==> config.mk <==
export PLATFORM = sky130hd
export DESIGN_NAME = uart_tx_cfg
export DESIGN_NICKNAME = d
export VERILOG_FILES = /design/src/rtl/uart_pkg.sv /design/src/rtl/uart_sync_fifo.sv /design/src/rtl/uart_tx_cfg.sv
export SDC_FILE = /design/constraint.sdc
export NUM_CORES = 1
export LEC_CHECK = 0
export ABC_AREA = 1
export BUFFER_PORTS_ARGS = -buffer_cell sky130_fd_sc_hd__buf_4
export CAP_MARGIN = 20
export CORE_MARGIN = 1.5
export CORE_UTILIZATION = 45
export CTS_CLUSTER_DIAMETER = 30
export DETAILED_ROUTE_END_ITERATION = 6
export HOLD_SLACK_MARGIN = 0.15
export PLACE_DENSITY_LB_ADDON = 0.05
export SYNTH_ARGS = -nofsm -noshare
export SYNTH_HDL_FRONTEND = slang
export SYNTH_SLANG_ARGS = --single-unit
==> constraint.sdc <==
create_clock -name clk -period 3.4 [get_ports clk]
set_input_delay 0.68 -clock clk [delete_from_list [all_inputs] [get_ports clk]]
set_output_delay 0.68 -clock clk [all_outputs]
set_load 0.01 [all_outputs]
==> src/rtl/uart_pkg.sv <==
// Shared UART definitions: parity-mode codes, transmitter state encoding and
// the parity-bit helper used when a frame reaches its parity slot.
package uart_pkg;

  localparam logic [1:0] PAR_NONE = 2'b00;
  localparam logic [1:0] PAR_EVEN = 2'b01;
  localparam logic [1:0] PAR_ODD  = 2'b10;
  localparam logic [1:0] PAR_MARK = 2'b11;

  typedef enum logic [2:0] {
    IDLE   = 3'd0,
    START  = 3'd1,
    DATA   = 3'd2,
    PARITY = 3'd3,
    STOP1  = 3'd4,
    STOP2  = 3'd5,
    BREAK  = 3'd6
  } tx_state_t;

  // acc is the XOR of all data bits of the frame
  function automatic logic parity_bit(input logic [1:0] mode, input logic acc);
    case (mode)
      PAR_EVEN: return acc;
      PAR_ODD:  return ~acc;
      PAR_MARK: return 1'b1;
      default:  return 1'b1;
    endcase
  endfunction

endpackage

==> src/rtl/uart_sync_fifo.sv <==
// Single-clock FIFO with occupancy count and full/empty flags; shared by the
// UART transmitter and receiver. Read data is the registered head entry.
module uart_sync_fifo #(
  parameter int WIDTH = 8,
  parameter int DEPTH = 4
) (
  input  logic                     clk,
  input  logic                     rst,
  input  logic                     push,
  input  logic                     pop,
  input  logic [WIDTH-1:0]         wdata,
  output logic [WIDTH-1:0]         rdata,
  output logic                     full,
  output logic                     empty,
  output logic [$clog2(DEPTH):0]   count
);

  localparam int PTR_W = $clog2(DEPTH);
  localparam int CNT_W = PTR_W + 1;

  logic [WIDTH-1:0] mem_r [DEPTH];
  logic [PTR_W-1:0] wr_ptr_r;
  logic [PTR_W-1:0] rd_ptr_r;
  logic [CNT_W-1:0] count_r;
  logic             do_push_s;
  logic             do_pop_s;

  assign full      = (count_r == CNT_W'(DEPTH));
  assign empty     = (count_r == {CNT_W{1'b0}});
  assign do_push_s = push & ~full;
  assign do_pop_s  = pop & ~empty;
  assign rdata     = mem_r[rd_ptr_r];
  assign count     = count_r;

  // storage array; contents need no reset because the pointers guard them
  always_ff @(posedge clk) begin
    if (do_push_s) begin
      mem_r[wr_ptr_r] <= wdata;
    end else begin
      mem_r[wr_ptr_r] <= mem_r[wr_ptr_r];
    end
  end

  // pointers and occupancy; DEPTH is a power of two so pointers wrap naturally
  always_ff @(posedge clk or posedge rst) begin
    if (rst) begin
      wr_ptr_r <= {PTR_W{1'b0}};
      rd_ptr_r <= {PTR_W{1'b0}};
      count_r  <= {CNT_W{1'b0}};
    end else begin
      if (do_push_s) wr_ptr_r <= wr_ptr_r + PTR_W'(1);
      if (do_pop_s)  rd_ptr_r <= rd_ptr_r + PTR_W'(1);
      case ({do_push_s, do_pop_s})
        2'b10:   count_r <= count_r + CNT_W'(1);
        2'b01:   count_r <= count_r - CNT_W'(1);
        default: count_r <= count_r;
      endcase
    end
  end

endmodule

==> src/rtl/uart_tx_cfg.sv <==
// Configurable UART transmitter: FIFO-buffered words are framed with optional
// parity and one or two stop bits, with break generation, advancing on baud ticks.
module uart_tx_cfg
  import uart_pkg::*;
#(
  parameter int DATA_BITS  = 8,
  parameter int FIFO_DEPTH = 4
) (
  input  logic                          clk,
  input  logic                          rst,
  input  logic                          tx_baud_tick,
  input  logic [DATA_BITS-1:0]          tx_data,
  input  logic                          tx_valid,
  output logic                          tx_ready,
  input  logic [1:0]                    parity_mode,
  input  logic                          two_stop,
  input  logic                          send_break,
  output logic                          tx_busy,
  output logic [$clog2(FIFO_DEPTH):0]   fifo_count,
  output logic                          tx_pin
);

  localparam int                CNT_W    = (DATA_BITS > 1) ? $clog2(DATA_BITS) : 1;
  localparam logic [CNT_W-1:0]  LAST_BIT = CNT_W'(DATA_BITS - 1);

  tx_state_t            state_r, state_s;
  logic                 pin_r, pin_s;
  logic                 busy_r;
  logic [DATA_BITS-1:0] shift_r, shift_s;
  logic [CNT_W-1:0]     bit_cnt_r, bit_cnt_s;
  logic                 par_r, par_s;
  logic [1:0]           mode_r, mode_s;
  logic                 two_r, two_s;
  logic                 launch_s;
  logic                 pop_s;
  logic                 full_s;
  logic                 empty_s;
  logic [DATA_BITS-1:0] fifo_rdata_s;

  uart_sync_fifo #(
    .WIDTH (DATA_BITS),
    .DEPTH (FIFO_DEPTH)
  ) u_fifo (
    .clk   (clk),
    .rst   (rst),
    .push  (tx_valid),
    .pop   (pop_s),
    .wdata (tx_data),
    .rdata (fifo_rdata_s),
    .full  (full_s),
    .empty (empty_s),
    .count (fifo_count)
  );

  assign tx_ready = ~full_s;
  assign tx_pin   = pin_r;
  assign tx_busy  = busy_r;

  // next-state and next-pin logic; the closing stop tick acts as the idle tick
  // so back-to-back frames are separated by exactly the stop-bit mark
  always_comb begin
    state_s   = state_r;
    pin_s     = pin_r;
    shift_s   = shift_r;
    bit_cnt_s = bit_cnt_r;
    par_s     = par_r;
    mode_s    = mode_r;
    two_s     = two_r;
    launch_s  = 1'b0;
    pop_s     = 1'b0;

    if (tx_baud_tick) begin
      case (state_r)
        IDLE: launch_s = 1'b1;
        START: begin
          pin_s     = shift_r[0];
          shift_s   = shift_r >> 1;
          par_s     = par_r ^ shift_r[0];
          bit_cnt_s = {CNT_W{1'b0}};
          state_s   = DATA;
        end
        DATA: begin
          if (bit_cnt_r == LAST_BIT) begin
            if (mode_r == PAR_NONE) begin
              pin_s   = 1'b1;
              state_s = STOP1;
            end else begin
              pin_s   = parity_bit(mode_r, par_r);
              state_s = PARITY;
            end
          end else begin
            pin_s     = shift_r[0];
            shift_s   = shift_r >> 1;
            par_s     = par_r ^ shift_r[0];
            bit_cnt_s = bit_cnt_r + CNT_W'(1);
          end
        end
        PARITY: begin
          pin_s   = 1'b1;
          state_s = STOP1;
        end
        STOP1: begin
          if (two_r) begin
            pin_s   = 1'b1;
            state_s = STOP2;
          end else begin
            launch_s = 1'b1;
          end
        end
        STOP2: launch_s = 1'b1;
        BREAK: begin
          if (send_break) begin
            pin_s = 1'b0;
          end else begin
            pin_s   = 1'b1;
            two_s   = 1'b0;
            state_s = STOP1;
          end
        end
        default: begin
          pin_s   = 1'b1;
          state_s = IDLE;
        end
      endcase
    end else begin
      if (!(state_r inside {IDLE, START, DATA, PARITY, STOP1, STOP2, BREAK})) begin
        pin_s   = 1'b1;
        state_s = IDLE;
      end else begin
        state_s = state_r;
      end
    end

    if (launch_s) begin
      if (send_break) begin
        pin_s   = 1'b0;
        state_s = BREAK;
      end else if (!empty_s) begin
        pop_s   = 1'b1;
        shift_s = fifo_rdata_s;
        par_s   = 1'b0;
        mode_s  = parity_mode;
        two_s   = two_stop;
        pin_s   = 1'b0;
        state_s = START;
      end else begin
        pin_s   = 1'b1;
        state_s = IDLE;
      end
    end else begin
      pop_s = 1'b0;
    end
  end

  // frame state, serial pin and busy flag registers
  always_ff @(posedge clk or posedge rst) begin
    if (rst) begin
      state_r   <= IDLE;
      pin_r     <= 1'b1;
      busy_r    <= 1'b0;
      shift_r   <= {DATA_BITS{1'b0}};
      bit_cnt_r <= {CNT_W{1'b0}};
      par_r     <= 1'b0;
      mode_r    <= PAR_NONE;
      two_r     <= 1'b0;
    end else begin
      state_r   <= state_s;
      pin_r     <= pin_s;
      busy_r    <= (state_s != IDLE);
      shift_r   <= shift_s;
      bit_cnt_r <= bit_cnt_s;
      par_r     <= par_s;
      mode_r    <= mode_s;
      two_r     <= two_s;
    end
  end

endmodule

==> After elaboration in Yosys (flattened, before gate mapping) <==
Memories as Yosys holds them, arrays and structs flattened.
Cells that the tools add are included.
{ "totals": {"memories": 1, "out_inout_bits": 6, "wordCells": 106, "mem_bits_rw": 32, "reg_bits": 27, "inputBits": 16} }
{ "classes": {"reduce_logical": 12, "eq_ne": 17, "n_addsub": 5, "bitwise_logic": 8, "muxes": 52} }
{ "mem_list": {"columns": ["name", "depth", "word_bits", "read_ports", "rd_ports_with_merged_regs", "write_ports", "line", "rtl"], "rows": [
  ["u_fifo.mem_r", 4, 8, 1, 0, 1, "uart_sync_fifo.sv:21", "logic [WIDTH-1:0] mem_r [DEPTH];"]
]} }
{ "ops": {"columns": ["op", "n"], "rows": [
  ["8-bit 2-to-1 mux", 6],
  ["1-bit 2-to-1 mux", 29],
  ["3-bit 2-to-1 mux", 9],
  ["3-bit case mux with 6 select lines", 1],
  ["8-bit case mux with 2 select lines", 1],
  ["3-bit equality test, second input constant", 5],
  ["3-bit case mux with 2 select lines", 2],
  ["3-bit AND reduction", 3],
  ["7-bit nonzero test", 1],
  ["3-bit by 1-bit adder with 3-bit output, second input constant", 2],
  ["3-bit by 2-bit equality test with 1-bit output, second input constant", 2],
  ["3-bit logical NOT", 2],
  ["1-bit case mux with 2 select lines", 3],
  ["1-bit case mux with 5 select lines", 1],
  ["2-bit by 1-bit adder with 2-bit output, second input constant", 2],
  ["2-bit by 1-bit equality test with 1-bit output, second input constant", 2],
  ["2-bit equality test, second input constant", 2],
  ["4-bit != test, second input constant", 1],
  ["1-bit inverter", 4],
  ["2-bit nonzero test", 2],
  ["3-bit by 1-bit equality test with 1-bit output, second input constant", 1],
  ["3-bit by 2-bit != test with 1-bit output, second input constant", 1],
  ["3-bit != test, second input constant", 1],
  ["3-bit nonzero test", 1],
  ["9 further kinds", 10]
]} }

==> Longest topological paths before layout <==
Gate-level depths: netlist (run 1).
{ "depth": {"depth_word": 8, "depth_mapped": 15, "ltp_nobuf": 13} }

==> Modules after synthesis <==
From an unflattened synthesis (run 1), not the netlist that was laid out.
{ "hier_totals": {"cells_unflattened": 351, "area_unflattened_um2": 3158.0} }
{ "modules_own_cells": {"columns": ["mod", "area_per_inst_um2", "n_inst", "seq_area_each_um2", "cells_per_inst"], "rows": [
  ["uart_sync_fifo", 1755.4, 1, 1136.1, 155],
  ["uart_tx_cfg", 1402.6, 1, 501.7, 196]
]} }

==> Worst setup path after synthesis (run 1) <==
No wires, ideal clock.
{ "synth_timing": {"path_type": "reg-to-reg", "startpoint": "reg state_r[1]", "endpoint": "reg u_fifo.count_r[2], in the netlist u_fifo.count[2]", "path_slack_ps": 1229, "setup_ps": 126, "stages_incl_launch_ff": 16, "arrival_ps": 2045, "path_cell_list": "dfrtp_1 buf_2 nor2_1 nand2_1 nand2_1 nand2_2 inv_2 nand2_4 inv_4 buf_12 ha_1 inv_1 fa_1 a21oi_1 o21ai_0 xnor2_1"} }
{ "synth_via": {"elab_chain_len": 8} }
{ "synth_rtl": {"columns": ["element", "line", "rtl"], "rows": [
  ["from (decl)", "uart_tx_cfg.sv:26", "tx_state_t state_r, state_s;"],
  ["from (signal assigned)", "uart_tx_cfg.sv:167", "state_r <= state_s;"],
  ["3-bit equality test or 3-bit logical NOT (tied branches)", "uart_tx_cfg.sv:73", "case (state_r)"],
  ["2-bit OR reduction (no line)", null, null],
  ["1-bit case mux with 2 select lines *", "uart_tx_cfg.sv:73", null],
  ["1-bit 2-to-1 mux *", "uart_tx_cfg.sv:72", "if (tx_baud_tick) begin"],
  ["1-bit 2-to-1 mux *", "uart_tx_cfg.sv:134", "if (launch_s) begin"],
  ["1-bit bitwise AND *", "uart_sync_fifo.sv:31", "assign do_pop_s = pop & ~empty;"],
  ["named net u_fifo.do_pop_s", "uart_sync_fifo.sv:26", "logic do_pop_s;"],
  ["2-bit by 1-bit equality test with 1-bit output or 2-bit equality test (tied branches)", "uart_sync_fifo.sv:53", "case ({do_push_s, do_pop_s})"],
  ["3-bit case mux with 2 select lines or 2-bit nonzero test (tied branches)", null, null],
  ["to (signal assigned)", "uart_sync_fifo.sv:54", "2'b10: count_r <= count_r + CNT_W'(1);"],
  ["to (signal assigned)", "uart_sync_fifo.sv:55", "2'b01: count_r <= count_r - CNT_W'(1);"],
  ["to (signal assigned)", "uart_sync_fifo.sv:56", "default: count_r <= count_r;"],
  ["to (decl)", "uart_sync_fifo.sv:24", "logic [CNT_W-1:0] count_r;"]
]} }
The timed path passes the listed nets; every way through them passes the cells marked *.
A chain may end at the register's enable or synchronous reset.

==> Final worst setup path (run 1) <==
{ "layout_timing": {"startpoint": "reg state_r[1]", "endpoint": "reg u_fifo.count_r[2], in the netlist u_fifo.count[2]"} }
{ "layout_via": {"elab_chain_len": 8} }
{ "layout_rtl": {"columns": ["element", "line"], "rows": [
  ["3-bit equality test or 3-bit logical NOT (tied branches)", "uart_tx_cfg.sv:73"],
  ["2-bit OR reduction (no line)", null],
  ["1-bit case mux with 2 select lines *", "uart_tx_cfg.sv:73"],
  ["1-bit 2-to-1 mux *", "uart_tx_cfg.sv:72"],
  ["1-bit 2-to-1 mux *", "uart_tx_cfg.sv:134"],
  ["1-bit bitwise AND *", "uart_sync_fifo.sv:31"],
  ["2-bit by 1-bit equality test with 1-bit output or 2-bit equality test (tied branches)", "uart_sync_fifo.sv:53"],
  ["3-bit case mux with 2 select lines or 2-bit nonzero test (tied branches)", null]
]} }
Every way passes the cells marked *; elsewhere a longest branch is shown, timed or not.

==> impl_results.md, run 1 <==
* Syn Area/Cell at 9.50 sq um
* Area after DPL at 3050 sq um
* # DRC at 0
* GRT Overall Usage at 17.2%
* Starting Density at 47.4%
* CP most frequent cell: inv_1
* Status: complete, no violations
* Sequential share of the synthesized area at ~57%
* Largest net degree at the start of global routing at 28
* Worst-margin pin slew at between 0.7 and 0.8 ns
* RSZ-0062 raised after global routing: false
* Most frequent cell after synthesis: nand2_1
* CP Launch Point: state_r[1]
* Worst min path class: in2async
* Storage cell area at 1640 sq um
* Yosys cell types at 30
* ANT nets after route at 0
* CP Capture Type: flip-flop
* Area of the multi-input gates at 1020 sq um
* Relative slew margins at 48.5%
* Power per cell area at 844 nW/um^2
* Design Area, Final at 3260 sq um
* Most frequent cells after synthesis: 67 x nand2_1, 43 x nor2_1, 32 x edfxtp_1, 32 x inv_1, 30 x nand3_1
* Minimum clock period at roughly 2.4 ns
* Core ar. at between 6000 and 7000 sq um
* Post-synthesis cell count at 301
* Clock buffer count from CTS at 9
* Synthesized cell area at 2860 sq um
* Die outline height at about 83 um
* Final net count at 353
* Max Clk Rate at 0.412 GHz
* CP startpoint kind: flip-flop
* Largest cells by area after synthesis: edfxtp_1 34%, dfrtp_1 23%, nand2_1 8.8%
* WL/cell at 12.9 um
* RR Startpoint: state_r[1]
* Clock latency on the worst-skew pair at roughly 0.33 ns
* Hold buffers post-CTS at 0
* Setup repair bufs after CTS at 0
* Row count at 28
* DR iter-0 viols at 129
* Die Area at about 7000 sq um
* CTS sink count at 59
* Final Skew at 0.00688 ns
* Clock transition at path regs at 0.07 ns
* Ant diodes at 0
* Pwr Total at 2.75 mW
* CTS max path bufs at 2
* EDFF count, synth at 32
* Post-Layout Cell Count at about 410
* Vias in the first global route at 1809
* Leading area contributor after synthesis: edfxtp_1
* CTS tree: done
* # Max-Cap Violations at 0
* Critical-path top delay cell: dfrtp_1
* H-tree Lvls at 3
* Post-synth ARST share at 45.8%
* Worst path cell trace: inv_1 > nand3_2 > nand2_1 > nand2_2 > inv_2 > nand2_4 > inv_4 > ha_1 > inv_1 > fa_1 > a21oi_1 > o21ai_0 > xnor2_1
* Crit-path max cell delay at 0.48 ns
* Final hold vios at 0
* Finish-stage setup viols at 0
* Top-Level Pins at 22
* Total wire length at 5230 um
* Root buffer cell: clkbuf_8
* Yosys warns at 0
* Required time of the critical path at 3.61 ns
* Die X at 82.7 um
* P_leak at about 1.5 nW
* First-pass DRT Iterations at 4
* Period utilization at 71.3%
* Syn-to-layout area delta at 14.0%
* Final TNS setup at 0 ns
* Via count at 1994
* Ratio of cells with drive above 1 in the final layout at 15.8%
* Worst Path Max Fanout at 15
* Initial antenna violation count at 0
* Mapped Nets at around 330
* Critical path type: reg2reg
* Port buffer count at 21
* Post-DP HPWL at 3720 um
* Post-CTS sizing at 0
* Vias per cell at 4.92
* Gpl congestion at 0.783
* VDD IR max at 318 uV
* Inst Count DP at slightly below 400
* Yosys top cell area share at 33.6%
* Total grt overflow at 0
* Max-slew violations at 0
* Post-synth top flop: edfxtp_1
* Global-route wire length before repair at 8420 um
* Fill count at 570
* CP arrival at 2.63 ns
* #FFs+latches synth at 59
stage by stage:
stage               util [%]  setup slack, ns  hold WS [ns]
global route            54.1            0.812         0.270
CTS                     53.7            0.989         0.504
floorplan                  -             1.23         0.457
finish                  54.1            0.975         0.262
global placement        50.6            0.951         0.488
detailed placement      50.6            0.881         0.490
state kept, by name (all words and copies together) (netlist names):
| signal | flops |
|---|---|
| tx_busy | 1 |
| u_fifo.count | 3 |
| two_r | 1 |
| u_fifo.wr_ptr_r | 2 |
| bit_cnt_r | 3 |
| mode_r | 2 |
| tx_pin | 1 |
| shift_r | 8 |
| u_fifo.rd_ptr_r | 2 |
| par_r | 1 |
| u_fifo.mem_r | 32 |
| state_r | 3 |
path summary, 6_finish.rpt:
path | cells past startpoint | slack, ns | endpoint
worst min register to register | 1 | 0.50 | bit_cnt_r[0]
min in group clk | 1 | 0.50 | bit_cnt_r[0]
worst max register to register | 13 | 0.97 | u_fifo.count[2]
max in group asynchronous | 3 | 2.69 | tx_pin
worst max-delay path | 13 | 0.97 | u_fifo.count[2]
worst min-delay path | 2 | 0.26 | u_fifo.wr_ptr_r[1]
final cells by class:
| cell class | count | area share, % |
|---|---|---|
| Sequential cell | 59 | 50.2 |
| Tap cell | 75 | 2.88 |
| Inverter | 34 | 3.99 |
| Clock buffer | 9 | 3.80 |
| Multi-Input combinational cell | 199 | 31.4 |
| Clock inverter | 6 | 1.77 |
| Timing Repair Buffer | 23 | 5.91 |
cell families after synthesis:
group,share of synthesized area [%]
compound gates,6.56
flops,57.3
buf+inv,6.87
simple gates,23.0
fa+ha+maj,5.08
xor+xnor,1.23
where the power goes:
group	internal, mW	switching (mW)
Clock	0.328	0.270
Combinational	0.367	0.621
Sequential	1.00	0.165
critical path, delay by kind of cell, from the launching register on:
kind	cells	cell delay, ns
compound gates	2	0.26
fa+ha+maj	2	0.54
flops	1	0.48
xor+xnor	1	0.14
buf+inv	4	0.49
simple gates	4	0.37
layer usage:
layer	GRT usage (%)	part of all wire [%]	vias up
met5	0	0	-
met4	7.50	0.71	0
met3	3.96	3.0	4
met2	28.6	48	27
met1	21.4	48	934
li1	-	-	1029
cell usage in the layout, fill, tap and decap left out:
cell	instances
clkinvlp_4	2
nand2_4	3
xnor2_1	2
dfrtp_1	26
dfstp_2	1
a21oi_1	8
clkbuf_8	9
buf_4	22
ha_1	10
nand3_1	30
a21oi_2	1
inv_2	1
nand3_2	2
inv_1	32
nor3_1	2
nand2_1	67
clkinv_2	1
a32o_1	1
edfxtp_1	32
o21ai_0	16
nand2_2	3
o31ai_1	1
nor2_1	43
xor2_1	2
fa_1	1
clkinv_1	2
nor2_4	1
buf_16	1
o21ai_2	3
bufinv_16	1
o21ai_1	3
inv_4	1
Note: power is estimated with default switching activity, not from simulation.
==> inputs of run 2 (changes only) <==
- clock period: 3.4 -> 2.2 ns (I/O delays scaled with it)
==> run 2 against run 1 <==
  * Total power rose by 57%
  * Clock-buffer cell count stayed put
  * Clock skew decreased by 0.0010 ns
  * Sequential share of layout area decreased by 1.1 points
  * First-iteration DRC count fell by 49%
==> impl_results.md, run 2 (synthesis results as in run 1) <==
* Syn-to-layout area delta at 16.7% (was 14.0%)
* Pwr Total at 4.32 mW (was 2.75 mW)
* Max-slew violations at 0 (unchanged)
* Worst path cell trace: nor2_2 > nand2_1 > nand2_1 > nand2_2 > inv_2 > nand2_4 > inv_4 > ha_1 > inv_1 > fa_1 > a21oi_1 > o21ai_1 > xnor2_1 (was inv_1 > nand3_2 > nand2_1 > nand2_2 > inv_2 > nand2_4 > inv_4 > ha_1 > inv_1 > fa_1 > a21oi_1 > o21ai_0 > xnor2_1)
* CP startpoint kind: flip-flop (unchanged)
* Core ar. at 6030 sq um (unchanged)
* Post-DP HPWL at 3630 um (was 3720 um)
* VDD IR max at 662 uV (was 318 uV)
* Gr busiest metal: met2 (unchanged)
* Worst-margin pin slew at 0.445 ns (was 0.769 ns)
* CP arrival at 2.27 ns (was 2.63 ns)
* CTS tree: done (unchanged)
* # DRC at 0 (unchanged)
* CP Depth at 13 (unchanged)
* Ant diodes at 0 (unchanged)
* Hold buffers post-CTS at 0 (unchanged)
* H-tree Lvls at 3 (unchanged)
* Clock buffer count from CTS at 9 (unchanged)
* Final Skew at 0.00589 ns (was 0.00688 ns)
* Total grt overflow at 0 (unchanged)
* Top-Level Pins at 22 (unchanged)
* Commonest non-fill, non-tap cell in the layout: nand2_1 (unchanged)
* Worst min path class: in2async (unchanged)
* Most frequent cells in the layout: 67 x nand2_1, 42 x nor2_1, 36 x buf_4, 32 x edfxtp_1, 31 x inv_1 (was 67 x nand2_1, 43 x nor2_1, 32 x inv_1, 32 x edfxtp_1, 30 x nand3_1)
* Final hold vios at 0 (unchanged)
* Grt met3 use at 6.48% (was 3.96%)
* # Max-Cap Violations at 0 (unchanged)
* Gpl congestion at 0.833 (was 0.783)
* ANT nets after route at 0 (unchanged)
* Final TNS setup at 0 ns (unchanged)
* Die Area at 6840 sq um (unchanged)
* Root buffer cell: clkbuf_8 (unchanged)
* Global-route wire length before repair at 8600 um (was 8420 um)
* CP most frequent cell: nand2_1 (was inv_1)
* CTS sink count at 59 (unchanged)
* First-pass DRT Iterations at 4 (unchanged)
* CP Capture Type: flip-flop (unchanged)
* WL/cell at 12.5 um (was 12.9 um)
* CP delay by family, top: adder cells (unchanged)
* Max reg flops at 32 (unchanged)
* GR met1 Demand/Resource at 22.6% (was 21.4%)
* Top Registers: u_fifo.mem_r: 32 flops, shift_r: 8 flops (unchanged)
* Crit-path max cell delay at 0.43 ns (was 0.48 ns)
* CTS max path bufs at 2 (unchanged)
* Worst Path Max Fanout at 5 (was 15)
* Via count at 2027 (was 1994)
* P_leak at 1.53 nW (was 1.48 nW)
* Port buffer count at 21 (unchanged)
* Clock latency on the worst-skew pair at 0.34 ns (was 0.33 ns)
* GRT Overall Usage at 17.5% (was 17.2%)
* Largest net degree at the start of global routing at 28 (unchanged)
* Ratio of cells with drive above 1 in the final layout at 20.3% (was 15.8%)
* Minimum clock period at 2.02 ns (was 2.43 ns)
* Status: complete, no violations (unchanged)
* Fill count at 555 (was 570)
* Final net count at 366 (was 353)
* Row count at 28 (unchanged)
* Bufs and invs on worst path at 3 (was 4)
* Initial antenna violation count at 0 (unchanged)
* Relative slew margins at 70.3% (was 48.5%)
* Critical path type: reg2reg (unchanged)
* Max Clk Rate at 0.495 GHz (was 0.412 GHz)
* Period utilization at 91.8% (was 71.3%)
* Die outline height at 82.7 um (unchanged)
* Largest reg by FF count: u_fifo.mem_r (unchanged)
* Vias in the first global route at 1839 (was 1809)
* Total wire length at 5240 um (was 5230 um)
* Required time of the critical path at 2.45 ns (was 3.61 ns)
* Die X at 82.7 um (unchanged)
* Critical-path top delay cell: dfrtp_2 (was dfrtp_1)
* Starting Density at 47.4% (unchanged)
* Power per cell area at 1290 nW/um^2 (was 844 nW/um^2)
* GR Util met2 at 27.6% (was 28.6%)
* Reg2reg path depth at 13 (unchanged)
* Vias per cell at 4.84 (was 4.92)
* Clock transition at path regs at 0.07 ns (about the same)
* Finish-stage setup viols at 0 (unchanged)
* DR iter-0 viols at 66 (was 129)
==> run 2: cell count changes in the layout (fill, tap and decap cells not counted), sizes merged <==
cell      delta
bufinv       -1
inv          +2
clkinvlp     +1
clkinv       -1
buf         +13
==> run 2: area by class of cell <==
cell class                 count  area [sq um]  share of cell area (%)
multi-input combinational    199          1030                    30.8
sequential                    59          1640                    49.1
clock inverter                 7          52.6                    1.57
tap                           75          93.8                    2.81
clock buffer                   9           124                    3.71
inverter                      34           130                    3.90
timing repair buffer          36           270                    8.10
==> run 2: timing repair <==
item,in CTS,in global routing
setup buffers,0,4
endpoints found under the setup margin,0,1
gates resized for setup,0,4
==> run 2: power by group <==
part / leakage (nW) / switching (mW) / internal, mW / total [mW]
Combinational: 0.827 / 1.02 / 0.671 / 1.69
Sequential: 0.620 / 0.227 / 1.55 / 1.77
Clock: 0.0799 / 0.446 / 0.412 / 0.859
==> run 2: path summary, 6_finish.rpt <==
check | slack [ns] | start | end
worst max-delay path | 0.18 | state_r[0] | u_fifo.count[2]
worst min-delay path | 0.16 | rst | u_fifo.wr_ptr_r[0]
worst max register to register | 0.18 | state_r[0] | u_fifo.count[2]
worst min register to register | 0.49 | bit_cnt_r[2] | bit_cnt_r[2]
max in group asynchronous | 1.73 | rst | tx_pin
min in group clk | 0.30 | tx_data[1] | u_fifo.mem_r[0][1]
==> run 2: worst reg2reg max path: stages, from the launching register on <==
cell     delay, ns
dfrtp_2       0.43
nor2_2        0.13
nand2_1       0.06
nand2_1       0.06
nand2_2       0.08
inv_2         0.10
nand2_4       0.06
inv_4         0.05
ha_1          0.13
inv_1         0.06
fa_1          0.38
a21oi_1       0.15
o21ai_1       0.09
xnor2_1       0.18
==> run 2: per-layer routing <==
layer | vias to the layer above | wire [um] | part of all wire (%)
met2 | 44 | 2430 | 46
li1 | 1059 | - | -
met1 | 918 | 2540 | 48
met5 | - | 0 | 0
met4 | 0 | 48 | 0.92
met3 | 6 | 233 | 4.4
==> run 2: through the flow <==
stage          area [sq um]  worst slack [ns]  hold slack, ns  utilization (%)  instances
2_1_floorplan          2860            0.0287           0.457                -        301
3_3_place_gp           3130             0.176           0.475             51.9        399
3_5_place_dp           3130             0.125           0.484             51.9        399
4_1_cts                3300             0.112           0.175             54.8        415
5_1_grt                3340           -0.0282           0.201             55.4        419
6_report               3340             0.181           0.164             55.4        419
